===== src/rtl/vram_pkg.sv =====
// Shared types and defaults for the character VRAM arbiter.
package vram_pkg;

    localparam int VRAM_ADDR_W = 11;
    localparam int VRAM_DATA_W = 8;
    localparam logic [7:0] VRAM_CLEAR_CHAR = 8'h20;

    // Screen-clear sequencer states.
    typedef enum logic {
        ST_IDLE  = 1'b0,
        ST_CLEAR = 1'b1
    } clr_state_e;

    // Which requester owns the RAM port this cycle.
    typedef enum logic [1:0] {
        GNT_NONE  = 2'd0,
        GNT_DISP  = 2'd1,
        GNT_CLEAR = 2'd2,
        GNT_HOST  = 2'd3
    } gnt_src_e;

    // Host FIFO entry layout, MSB to LSB: {we, addr[addr_w], wdata[data_w]}.
    function automatic int entry_width(input int addr_w, input int data_w);
        return 1 + addr_w + data_w;
    endfunction

    function automatic int entry_we_pos(input int addr_w, input int data_w);
        return addr_w + data_w;
    endfunction

    function automatic int entry_addr_lsb(input int data_w);
        return data_w;
    endfunction

endpackage


===== src/rtl/vram_host_fifo.sv =====
// Small synchronous FIFO for queued host operations, first-word head view.
module vram_host_fifo #(
    parameter int WIDTH      = 20,
    parameter int FIFO_DEPTH = 4
) (
    input  logic             clk_i,
    input  logic             rst_ni,
    input  logic             push_i,
    input  logic [WIDTH-1:0] data_i,
    input  logic             pop_i,
    output logic [WIDTH-1:0] head_o,
    output logic             full_o,
    output logic             empty_o
);

    localparam int PTR_W = $clog2(FIFO_DEPTH);
    localparam logic [PTR_W:0] PTR_ONE = (PTR_W + 1)'(1);

    // Pointers carry one extra wrap bit to tell full from empty.
    logic [PTR_W:0]   wptr_q, rptr_q;
    logic [WIDTH-1:0] mem_q [FIFO_DEPTH];
    logic             do_push, do_pop;

    assign empty_o = (wptr_q == rptr_q);
    assign full_o  = (wptr_q[PTR_W] != rptr_q[PTR_W]) &&
                     (wptr_q[PTR_W-1:0] == rptr_q[PTR_W-1:0]);
    assign do_push = push_i && !full_o;
    assign do_pop  = pop_i && !empty_o;
    assign head_o  = mem_q[rptr_q[PTR_W-1:0]];

    // Pointer update; push when full and pop when empty are dropped.
    always_ff @(posedge clk_i or negedge rst_ni) begin
        if (!rst_ni) begin
            wptr_q <= '0;
            rptr_q <= '0;
        end else begin
            if (do_push) wptr_q <= wptr_q + PTR_ONE;
            if (do_pop)  rptr_q <= rptr_q + PTR_ONE;
        end
    end

    // Entry storage; contents are don't-care until pushed, so no reset.
    always_ff @(posedge clk_i) begin
        if (do_push) mem_q[wptr_q[PTR_W-1:0]] <= data_i;
    end

endmodule


===== src/rtl/vram_arbiter.sv =====
// Single-port character VRAM arbiter: display fetch > screen clear > host FIFO.
//
//  state    | meaning
//  ---------+-----------------------------------------------------------
//  ST_IDLE  | no clear running; host FIFO drains into free slots
//  ST_CLEAR | writing CLEAR_CHAR to cells 0..VRAM_DEPTH-1 in free slots
module vram_arbiter
    import vram_pkg::*;
#(
    parameter int                 ADDR_W     = VRAM_ADDR_W,
    parameter int                 DATA_W     = VRAM_DATA_W,
    parameter int                 VRAM_DEPTH = 1200,
    parameter logic [DATA_W-1:0]  CLEAR_CHAR = DATA_W'(VRAM_CLEAR_CHAR),
    parameter int                 FIFO_DEPTH = 4
) (
    input  logic              i_pix_clk,
    input  logic              i_reset_n,
    input  logic              i_disp_req,
    input  logic [ADDR_W-1:0] i_disp_addr,
    output logic              o_disp_valid,
    output logic [DATA_W-1:0] o_disp_data,
    input  logic              i_host_valid,
    output logic              o_host_ready,
    input  logic              i_host_we,
    input  logic [ADDR_W-1:0] i_host_addr,
    input  logic [DATA_W-1:0] i_host_wdata,
    output logic              o_host_rvalid,
    output logic [DATA_W-1:0] o_host_rdata,
    input  logic              i_clear,
    output logic              o_busy,
    output logic              o_clear_done,
    output logic [ADDR_W-1:0] o_ram_addr,
    output logic              o_ram_we,
    output logic [DATA_W-1:0] o_ram_wdata,
    input  logic [DATA_W-1:0] i_ram_rdata
);

    localparam int ENTRY_W  = entry_width(ADDR_W, DATA_W);
    localparam int WE_POS   = entry_we_pos(ADDR_W, DATA_W);
    localparam int ADDR_LSB = entry_addr_lsb(DATA_W);
    localparam logic [ADDR_W-1:0] LAST_ADDR = ADDR_W'(VRAM_DEPTH - 1);
    localparam logic [ADDR_W-1:0] ADDR_ONE  = ADDR_W'(1);

    clr_state_e        state_q, state_d;
    logic [ADDR_W-1:0] cnt_q, cnt_d;
    logic              done_q, done_d;
    gnt_src_e          gnt;

    logic               fifo_full, fifo_empty, fifo_push, fifo_pop;
    logic [ENTRY_W-1:0] fifo_wdata, fifo_head;
    logic               head_we;
    logic [ADDR_W-1:0]  head_addr;
    logic [DATA_W-1:0]  head_wdata;

    logic              disp_p1_q, disp_valid_q;
    logic [DATA_W-1:0] disp_data_q;
    logic              host_p1_q, host_rvalid_q;
    logic [DATA_W-1:0] host_rdata_q;

    assign fifo_wdata = {i_host_we, i_host_addr, i_host_wdata};
    assign fifo_push  = i_host_valid && !fifo_full;
    assign fifo_pop   = (gnt == GNT_HOST);
    assign head_we    = fifo_head[WE_POS];
    assign head_addr  = fifo_head[ADDR_LSB +: ADDR_W];
    assign head_wdata = fifo_head[DATA_W-1:0];

    vram_host_fifo #(
        .WIDTH      (ENTRY_W),
        .FIFO_DEPTH (FIFO_DEPTH)
    ) u_host_fifo (
        .clk_i   (i_pix_clk),
        .rst_ni  (i_reset_n),
        .push_i  (fifo_push),
        .data_i  (fifo_wdata),
        .pop_i   (fifo_pop),
        .head_o  (fifo_head),
        .full_o  (fifo_full),
        .empty_o (fifo_empty)
    );

    // Fixed-priority grant; the host only drains while no clear is running.
    always_comb begin
        gnt = GNT_NONE;
        if (i_disp_req) begin
            gnt = GNT_DISP;
        end else if (state_q == ST_CLEAR) begin
            gnt = GNT_CLEAR;
        end else if (!fifo_empty) begin
            gnt = GNT_HOST;
        end
    end

    // RAM port mux of the granted source; idle cycles drive all zeros.
    always_comb begin
        o_ram_addr  = '0;
        o_ram_we    = 1'b0;
        o_ram_wdata = '0;
        unique case (gnt)
            GNT_DISP: begin
                o_ram_addr = i_disp_addr;
            end
            GNT_CLEAR: begin
                o_ram_addr  = cnt_q;
                o_ram_we    = 1'b1;
                o_ram_wdata = CLEAR_CHAR;
            end
            GNT_HOST: begin
                o_ram_addr  = head_addr;
                o_ram_we    = head_we;
                o_ram_wdata = head_we ? head_wdata : '0;
            end
            default: ;
        endcase
    end

    // Clear sequencer next state; the counter only advances on a granted slot.
    always_comb begin
        state_d = state_q;
        cnt_d   = cnt_q;
        done_d  = 1'b0;
        unique case (state_q)
            ST_IDLE: begin
                if (i_clear) begin
                    state_d = ST_CLEAR;
                    cnt_d   = '0;
                end
            end
            ST_CLEAR: begin
                if (gnt == GNT_CLEAR) begin
                    if (cnt_q == LAST_ADDR) begin
                        state_d = ST_IDLE;
                        cnt_d   = '0;
                        done_d  = 1'b1;
                    end else begin
                        cnt_d = cnt_q + ADDR_ONE;
                    end
                end
            end
            default: begin
                state_d = ST_IDLE;
                cnt_d   = '0;
            end
        endcase
    end

    // Clear sequencer registers.
    always_ff @(posedge i_pix_clk or negedge i_reset_n) begin
        if (!i_reset_n) begin
            state_q <= ST_IDLE;
            cnt_q   <= '0;
            done_q  <= 1'b0;
        end else begin
            state_q <= state_d;
            cnt_q   <= cnt_d;
            done_q  <= done_d;
        end
    end

    // Read return: RAM data arrives the cycle after the grant and is registered
    // into the requester's output one cycle later, giving a fixed 2-cycle latency.
    always_ff @(posedge i_pix_clk or negedge i_reset_n) begin
        if (!i_reset_n) begin
            disp_p1_q     <= 1'b0;
            disp_valid_q  <= 1'b0;
            disp_data_q   <= '0;
            host_p1_q     <= 1'b0;
            host_rvalid_q <= 1'b0;
            host_rdata_q  <= '0;
        end else begin
            disp_p1_q     <= (gnt == GNT_DISP);
            disp_valid_q  <= disp_p1_q;
            host_p1_q     <= (gnt == GNT_HOST) && !head_we;
            host_rvalid_q <= host_p1_q;
            if (disp_p1_q) disp_data_q  <= i_ram_rdata;
            if (host_p1_q) host_rdata_q <= i_ram_rdata;
        end
    end

    assign o_disp_valid  = disp_valid_q;
    assign o_disp_data   = disp_data_q;
    assign o_host_rvalid = host_rvalid_q;
    assign o_host_rdata  = host_rdata_q;
    assign o_host_ready  = !fifo_full;
    assign o_busy        = (state_q == ST_CLEAR);
    assign o_clear_done  = done_q;

endmodule

===== config.mk =====
export PLATFORM = sky130hd
export DESIGN_NAME = vram_arbiter
export DESIGN_NICKNAME = d
export VERILOG_FILES = /design/src/rtl/vram_pkg.sv /design/src/rtl/vram_host_fifo.sv /design/src/rtl/vram_arbiter.sv
export SDC_FILE = /design/constraint.sdc
export NUM_CORES = 1
export LEC_CHECK = 0
export ABC_AREA = 1
export CAP_MARGIN = 20
export CORE_MARGIN = 4
export CORE_UTILIZATION = 57
export DETAILED_ROUTE_END_ITERATION = 7
export PLACE_DENSITY = 0.84
export SYNTH_ARGS = -nofsm -noshare
export SYNTH_HDL_FRONTEND = slang
export SYNTH_SLANG_ARGS = --single-unit

===== constraint.sdc =====
create_clock -name i_pix_clk -period 6 [get_ports i_pix_clk]
set_clock_uncertainty 0.2 [all_clocks]
set_input_delay 1.2 -clock i_pix_clk [delete_from_list [all_inputs] [get_ports i_pix_clk]]
set_output_delay 1.2 -clock i_pix_clk [all_outputs]
set_load 0.005 [all_outputs]

==> results.tsv, run 1 <==
stage	metric	value	unit
synth	post-synth top area cell	edfxtp_1	
clock_tree	cts hold-fix bufs	0	
global_route	gr ovfl total	0	
synth	Post-Syn Area	0.00516	mm2
global_route	first-pass GRT wire length	19100	um
synth	largest family of logic cells by synthesized area	simple AND/OR/NAND/NOR gates	
clock_tree	clock sinks	119	
finish	layout filler cell count	537	
sta	Setup TNS	0	ps
synth	post-synthesis compound-gate area fraction	7.95	%
critical_path	startpoint types	input pin	
die	die area	0.0106	mm2
die	Die Width	103	um
critical_path	CP max FO	14	
critical_path	CP max stage cell	clkdlybuf4s50_1	
synth	mux cell area share after synthesis	3.49	%
synth	Seq/Total Area, Yosys	65.4	%
finish	commonest non-fill, non-tap cell in the layout	nand2_1	
pwr	worst vdd rail ir drop	0.259	mV
clock_tree	Resize count post-CTS	0	
synth	adder-cell area share of the yosys netlist	1.45	%
pwr	pwr dens	370	mW/mm2
sta	fmax	0.210	GHz
global_route	largest net degree at the start of global routing	46	
sta	worst slew pin tran	860	ps
critical_path	CP required	4600	ps
sta	fin crit share	79.3	%
die	# IOs	85	
critical_path	critical path cell sequence	clkdlybuf4s50_1 > nor2_1 > nand2_4 > inv_2 > nand2_1 > nand2_1 > clkdlybuf4s50_1	
die	core footprint	0.00876	mm2
synth	XOR/XNOR Fraction of Synth Area	1.67	%
pwr	P_leak	2.68	nW
sta	Max-slew headroom	42.7	%
global_route	initial antenna violation count	0	
sta	Final Max Tran Viols	0	
critical_path	critical path depth in cells	7	
finish	P&R area growth vs syn	28.3	%
route	drt pass-1 iters	5	
finish	Util after Layout	75.6	%
global_route	gr usage total	23.8	%
critical_path	worst-case reg-to-reg path depth	6	
sta	Final Hold Viols	0	
critical_path	crit path buf inv count	3	
finish	number of diodes	0	
sta	Final Setup Violations	0	
synth	share of the synthesized area in the top cell type	46.5	%
flow_run	total of max-cap violations	0	
die	Starting Density	58.9	%
synth	Post-Synthesis Cells	473	
clock_tree	Max Buffers Root-to-Sink	2	
synth	syn_area_per_cell	10.9	um2
clock_tree	Clk Latency, worst-skew pair	510	ps
finish	share of cells above drive strength 1	11.1	%
sta	fin crit period	4760	ps
route	Post-DRT Antenna Nets	0	
critical_path	Crit path largest cell delay	660	ps
placement	gpl congestion	0.866	
critical_path	CP arrival	3360	ps
critical_path	delay-heaviest family, CP	buffers and inverters	
clock_tree	H-tree depth	4	
clock_tree	CTS Buf Count	17	
synth	Synth warnings	0	
min_path	hold depth	1	
finish	commonest cells after routing, fill and taps aside	nand2_1 (100), clkdlybuf4s50_1 (83), edfxtp_1 (80), nor2_1 (65), o21ai_0 (45)	
route	Residual DRC	0	
clock_tree	CTS tree	done	
status	status	finished, final reports clean	
finish	register area	0.00338	mm2
route	First DRT Iteration DRCs	262	
placement	dpl hpwl	7380	um
critical_path	CP Capture Type	output pin	
clock_tree	root buf cell	clkbuf_8	
clock_tree	Reg clk slew, reported paths	60	ps
min_path	worst hold start	o_host_rdata[1]$_DFFE_PN0P_	
global_route	number of global-route vias before repair	3956	
placement	IO Port Bufs	84	
sta	RSZ-0062 raised after global routing	no	
critical_path	Worst R2R Start	u_host_fifo.rptr_q[0]$_DFFE_PN0P_	
critical_path	Crit Path Class	in2out	
die	standard-cell row count	34	
die	Die H	103	um
synth	Syn Nets	523	
finish	Multi-input gate area	0.00151	mm2
finish	final net count	613	
route	DR vias	3857	
critical_path	start point of the critical path	i_disp_req	
clock_tree	post-CTS setup buffers	0	
route	routed len/inst	17.6	um
synth	Seq cells post-synth	119	
synth	post-synthesis simple-gate area fraction	14.6	%
route	via/cell ratio	5.64	
min_path	Hold Crit Class	reg2reg	
synth	Synth cell types	27	
synth	synth top area cells	edfxtp_1 (47%), dfrtp_1 (19%), nand2_1 (7.3%), nor2_1 (4.7%), o21ai_0 (4.4%)	
route	final WL	12000	um
worst register-to-register path: stages, from the launching register on:
cell and delay, ps:
dfrtp_1 340, buf_4 380, xnor2_1 200, nand3_1 150, nand2_2 130, nor2_1 140, buf_4 330
where the power goes:
group	total (mW)	internal, mW	switching, mW
Sequential	1.10	1.03	0.0734
Clock	0.953	0.532	0.421
Combinational	0.392	0.158	0.233
area by class of cell:
cell class,instances,share of cell area [%]
Sequential cell,119,51.0
Multi-Input combinational cell,295,22.8
Timing Repair Buffer,90,13.3
Clock buffer,17,6.25
Clock inverter,15,2.34
Inverter,40,2.30
Tap cell,108,2.04
state kept, by name, indices dropped and copies added (netlist names):
register	cells
o_disp_valid	1
u_host_fifo.wptr_q	3
o_host_rdata	8
u_host_fifo.rptr_q	3
u_host_fifo.mem_q	80
disp_p1_q	1
o_clear_done	1
cnt_q	11
o_disp_data	8
o_busy	1
o_host_rvalid	1
host_p1_q	1
per-layer routing:
layer	GRT usage, %	part of all wire (%)
met1	29.6	40
met2	40.9	50
met3	6.77	8.6
met4	6.67	1.2
met5	0	0
Yosys cell counts:
library cell,instances
nand2_4,1
nand3_2,1
nand4_1,1
mux2_2,16
inv_1,37
nand3_1,17
o21ai_1,4
a21oi_1,2
nand2_2,3
o21ai_0,45
xnor2_1,5
edfxtp_1,80
xnor2_2,1
nor2_1,65
buf_2,6
ha_1,6
clkbuf_1,6
nor3_1,1
dfrtp_1,39
o22ai_1,20
nand2_1,100
o211ai_1,4
inv_4,1
inv_2,2
buf_4,2
buf_6,5
xor2_1,3
metrics by stage:
step           area [um2]  setup WS, ps  hold WS [ps]  total power [mW]  instances
2_1_floorplan        5160          2770           152              1.33        473
3_3_place_gp         6050          1340           291              1.48        652
3_5_place_dp         6050          1290           295              1.50        652
4_1_cts              6620          1250           310              2.46        684
5_1_grt              6620          1060           322              2.56        684
6_report             6620          1240           307              2.45        684
kinds of logic after synthesis:
logic type               Yosys count
buffers and inverters             59
flip-flops                       119
multiplexers                      16
adder cells (fa/ha/maj)            6
AND/OR/NAND/NOR                  189
AO/OA/AOI/OAI                     75
XOR/XNOR                           9
worst paths after layout:
kind,endpoint,slack (ps)
max,o_ram_addr[4],1240
min,o_host_rdata[1]$_DFFE_PN0P_,310
max reg2reg,u_host_fifo.mem_q[3][17]$_DFFE_PP_,3780
min reg2reg,o_host_rdata[1]$_DFFE_PN0P_,310
max in group asynchronous,u_host_fifo.wptr_q[2]$_DFFE_PN0P_,4450
min in group asynchronous,cnt_q[9]$_DFFE_PN0P_,590
Note: power is estimated with default switching activity, not from simulation.
==> run 2: changes to the inputs <==
--- a/config.mk
+++ b/config.mk
@@ -8,9 +8,9 @@
 export ABC_AREA = 1
 export CAP_MARGIN = 20
 export CORE_MARGIN = 4
-export CORE_UTILIZATION = 57
+export CORE_UTILIZATION = 53
 export DETAILED_ROUTE_END_ITERATION = 7
-export PLACE_DENSITY = 0.84
+export PLACE_DENSITY = 0.78
 export SYNTH_ARGS = -nofsm -noshare
 export SYNTH_HDL_FRONTEND = slang
 export SYNTH_SLANG_ARGS = --single-unit
==> constraint.sdc (replaced) <==
create_clock -name i_pix_clk -period 4.8 [get_ports i_pix_clk]
set_clock_uncertainty 0.2 [all_clocks]
set_input_delay 0.96 -clock i_pix_clk [delete_from_list [all_inputs] [get_ports i_pix_clk]]
set_output_delay 0.96 -clock i_pix_clk [all_outputs]
set_load 0.005 [all_outputs]
==> run 2 against run 1 <==
  * Final area up 1.1%
  * Worst hold slack lost 1.8 ps
  * Via count down 2.3%
  * Sequential share of layout area fell by 0.55 points
  * Critical path type unchanged
  * Critical endpoint unchanged
  * Largest cell class unchanged
  * Highest routed layer unchanged
==> results.tsv, run 2 (synthesis gave the netlist of run 1 again) <==
stage	metric	value	unit	change
critical_path	Worst R2R Start	u_host_fifo.rptr_q[0]$_DFFE_PN0P_		
min_path	Hold Crit Class	reg2reg		
clock_tree	H-tree depth	4		unchanged
pwr	Clk pwr share	40.6	%	+1.7 points
route	Post-DRT Antenna Nets	0		unchanged
clock_tree	post-CTS setup buffers	0		unchanged
die	core footprint	0.00937	mm2	+6.9%
finish	share of cells above drive strength 1	11.3	%	+0.15 points
die	# IOs	85		unchanged
die	Die Width	107	um	+3.4%
pwr	P_leak	2.70	nW	+0.78%
pwr	pwr dens	468	mW/mm2	+27%
placement	Cells after DPL	674		+3.4%
pwr	worst vdd rail ir drop	0.299	mV	+15%
critical_path	Crit Path Class	in2out		
pwr	Flop pwr share	44.0	%	-1.1 points
sta	Final Max Tran Viols	0		unchanged
finish	commonest non-fill, non-tap cell in the layout	nand2_1		
clock_tree	clock sinks	119		unchanged
die	Die H	107	um	+3.4%
min_path	worst hold start	o_disp_data[3]$_DFFE_PN0P_		
critical_path	CP Capture Type	output pin		
flow_run	total of max-cap violations	0		unchanged
finish	number of non-filler instances in the completed layout	706		+3.2%
global_route	largest net degree at the start of global routing	46		unchanged
global_route	gr usage total	21.2	%	-2.6 points
sta	Setup TNS	0	ps	unchanged
route	DR vias	3770		-2.3%
route	First DRT Iteration DRCs	291		+11%
route	Residual DRC	0		unchanged
clock_tree	root buf cell	clkbuf_8		
die	die area	0.0114	mm2	+7.0%
placement	dpl hpwl	7440	um	+0.78%
finish	register area	0.00338	mm2	unchanged
global_route	number of global-route vias before repair	3775		-4.6%
finish	Multi-input gate area	0.00151	mm2	unchanged
sta	fmax	0.235	GHz	
placement	gpl congestion	0.830		-4.2%
placement	IO Port Bufs	84		unchanged
clock_tree	CTS Buf Count	17		unchanged
global_route	initial antenna violation count	0		unchanged
pwr	Final Power	3.14	mW	+28%
clock_tree	Reg clk slew, reported paths	60	ps	about the same
finish	fin area	0.00670	mm2	+1.1%
status	status	finished, final reports clean		
finish	P&R area growth vs syn	29.7	%	
pwr	switching power	0.848	mW	+17%
critical_path	CP arrival	3100	ps	-260 ps
pwr	Int Power	2.29	mW	+33%
critical_path	CP max FO	14		unchanged
sta	hold slack	306	ps	-1.76 ps
clock_tree	Max Buffers Root-to-Sink	2		unchanged
global_route	gr ovfl total	0		unchanged
route	routed len/inst	16.4	um	-6.7%
clock_tree	Clk Latency, worst-skew pair	500	ps	about the same
finish	layout filler cell count	696		+30%
critical_path	CP max stage cell	clkdlybuf4s50_1		
die	standard-cell row count	35		+2.9%
finish	final net count	614		+0.16%
sta	fin crit share	88.7	%	
critical_path	startpoint types	input pin		
critical_path	critical path cell sequence	clkdlybuf4s50_1 > nor2_1 > nand2_4 > inv_2 > nand2_1 > nand2_1 > clkdlybuf4s50_1		
route	via/cell ratio	5.34		-5.3%
clock_tree	CTS tree	done		
clock_tree	cts hold-fix bufs	0		unchanged
sta	fin crit period	4260	ps	
global_route	first-pass GRT wire length	18700	um	-2.5%
die	Starting Density	55.1	%	-3.8 points
sta	RSZ-0062 raised after global routing	no		
sta	worst slew pin tran	852	ps	-7.65 ps
critical_path	Crit path largest cell delay	660	ps	about the same
route	final WL	11600	um	-3.7%
route	drt pass-1 iters	5		unchanged
critical_path	start point of the critical path	i_disp_req		
pwr	Comb pwr share	15.4	%	-0.6 points
finish	Largest register FFs	80		unchanged
sta	Final Setup Violations	0		unchanged
sta	Final Hold Viols	0		unchanged
pwr	switching share of power	27.0	%	-2.7 points
finish	commonest cells after routing, fill and taps aside	nand2_1 (100), clkdlybuf4s50_1 (83), edfxtp_1 (80), nor2_1 (65), o21ai_0 (45)		
clock_tree	Resize count post-CTS	0		unchanged
placement	Post-DP Area	0.00609	mm2	+0.56%
finish	number of diodes	0		unchanged
critical_path	CP required	3640	ps	-960 ps
sta	Max-slew headroom	43.2	%	+0.51 points
run 2: stage by stage:
step / utilization, % / setup slack, ps
after floorplan: - / 2050
after global placement: 65.0 / 619
after detailed placement: 65.0 / 575
after CTS: 71.5 / 533
after global routing: 71.5 / 356
final: 71.5 / 543
run 2: area by class of cell:
cell class                 instances  share of cell area (%)
inverter                          40                    2.28
timing repair buffer              91                    13.3
multi-input combinational        295                    22.5
clock buffer                      17                    6.18
clock inverter                    15                    2.90
sequential                       119                    50.4
tap                              129                    2.41
run 2: routing by layer:
layer	vias to the layer above	part of all wire [%]	global-route usage, %
li1	1789	-	-
met1	1810	42	26.1
met2	156	50	36.6
met3	15	7.0	5.42
met4	0	1.3	6.76
met5	-	0	0
run 2: critical path: cells and delay by family:
kind	cells	cell delay, ps
buf+inv	3	1360
simple gates	4	770
run 2: final timing paths:
kind,endpoint,slack (ps),cells after the start
max,o_ram_addr[4],540,7
min,o_disp_data[3]$_DFFE_PN0P_,310,1
max reg2reg,u_host_fifo.mem_q[3][11]$_DFFE_PP_,2220,6
min reg2reg,o_disp_data[3]$_DFFE_PN0P_,310,1
max in group asynchronous,o_disp_data[0]$_DFFE_PN0P_,3500,1
min in group asynchronous,cnt_q[6]$_DFFE_PN0P_,360,1
run 2: power by group through the flow:
stage               clock network [mW]  logic, mW  registers (mW)
global placement                     0      0.466            1.39
finish                            1.27      0.483            1.38
CTS                               1.29      0.490            1.38
global route                      1.34      0.542            1.40
floorplan                            0      0.286            1.37
detailed placement                   0      0.482            1.40
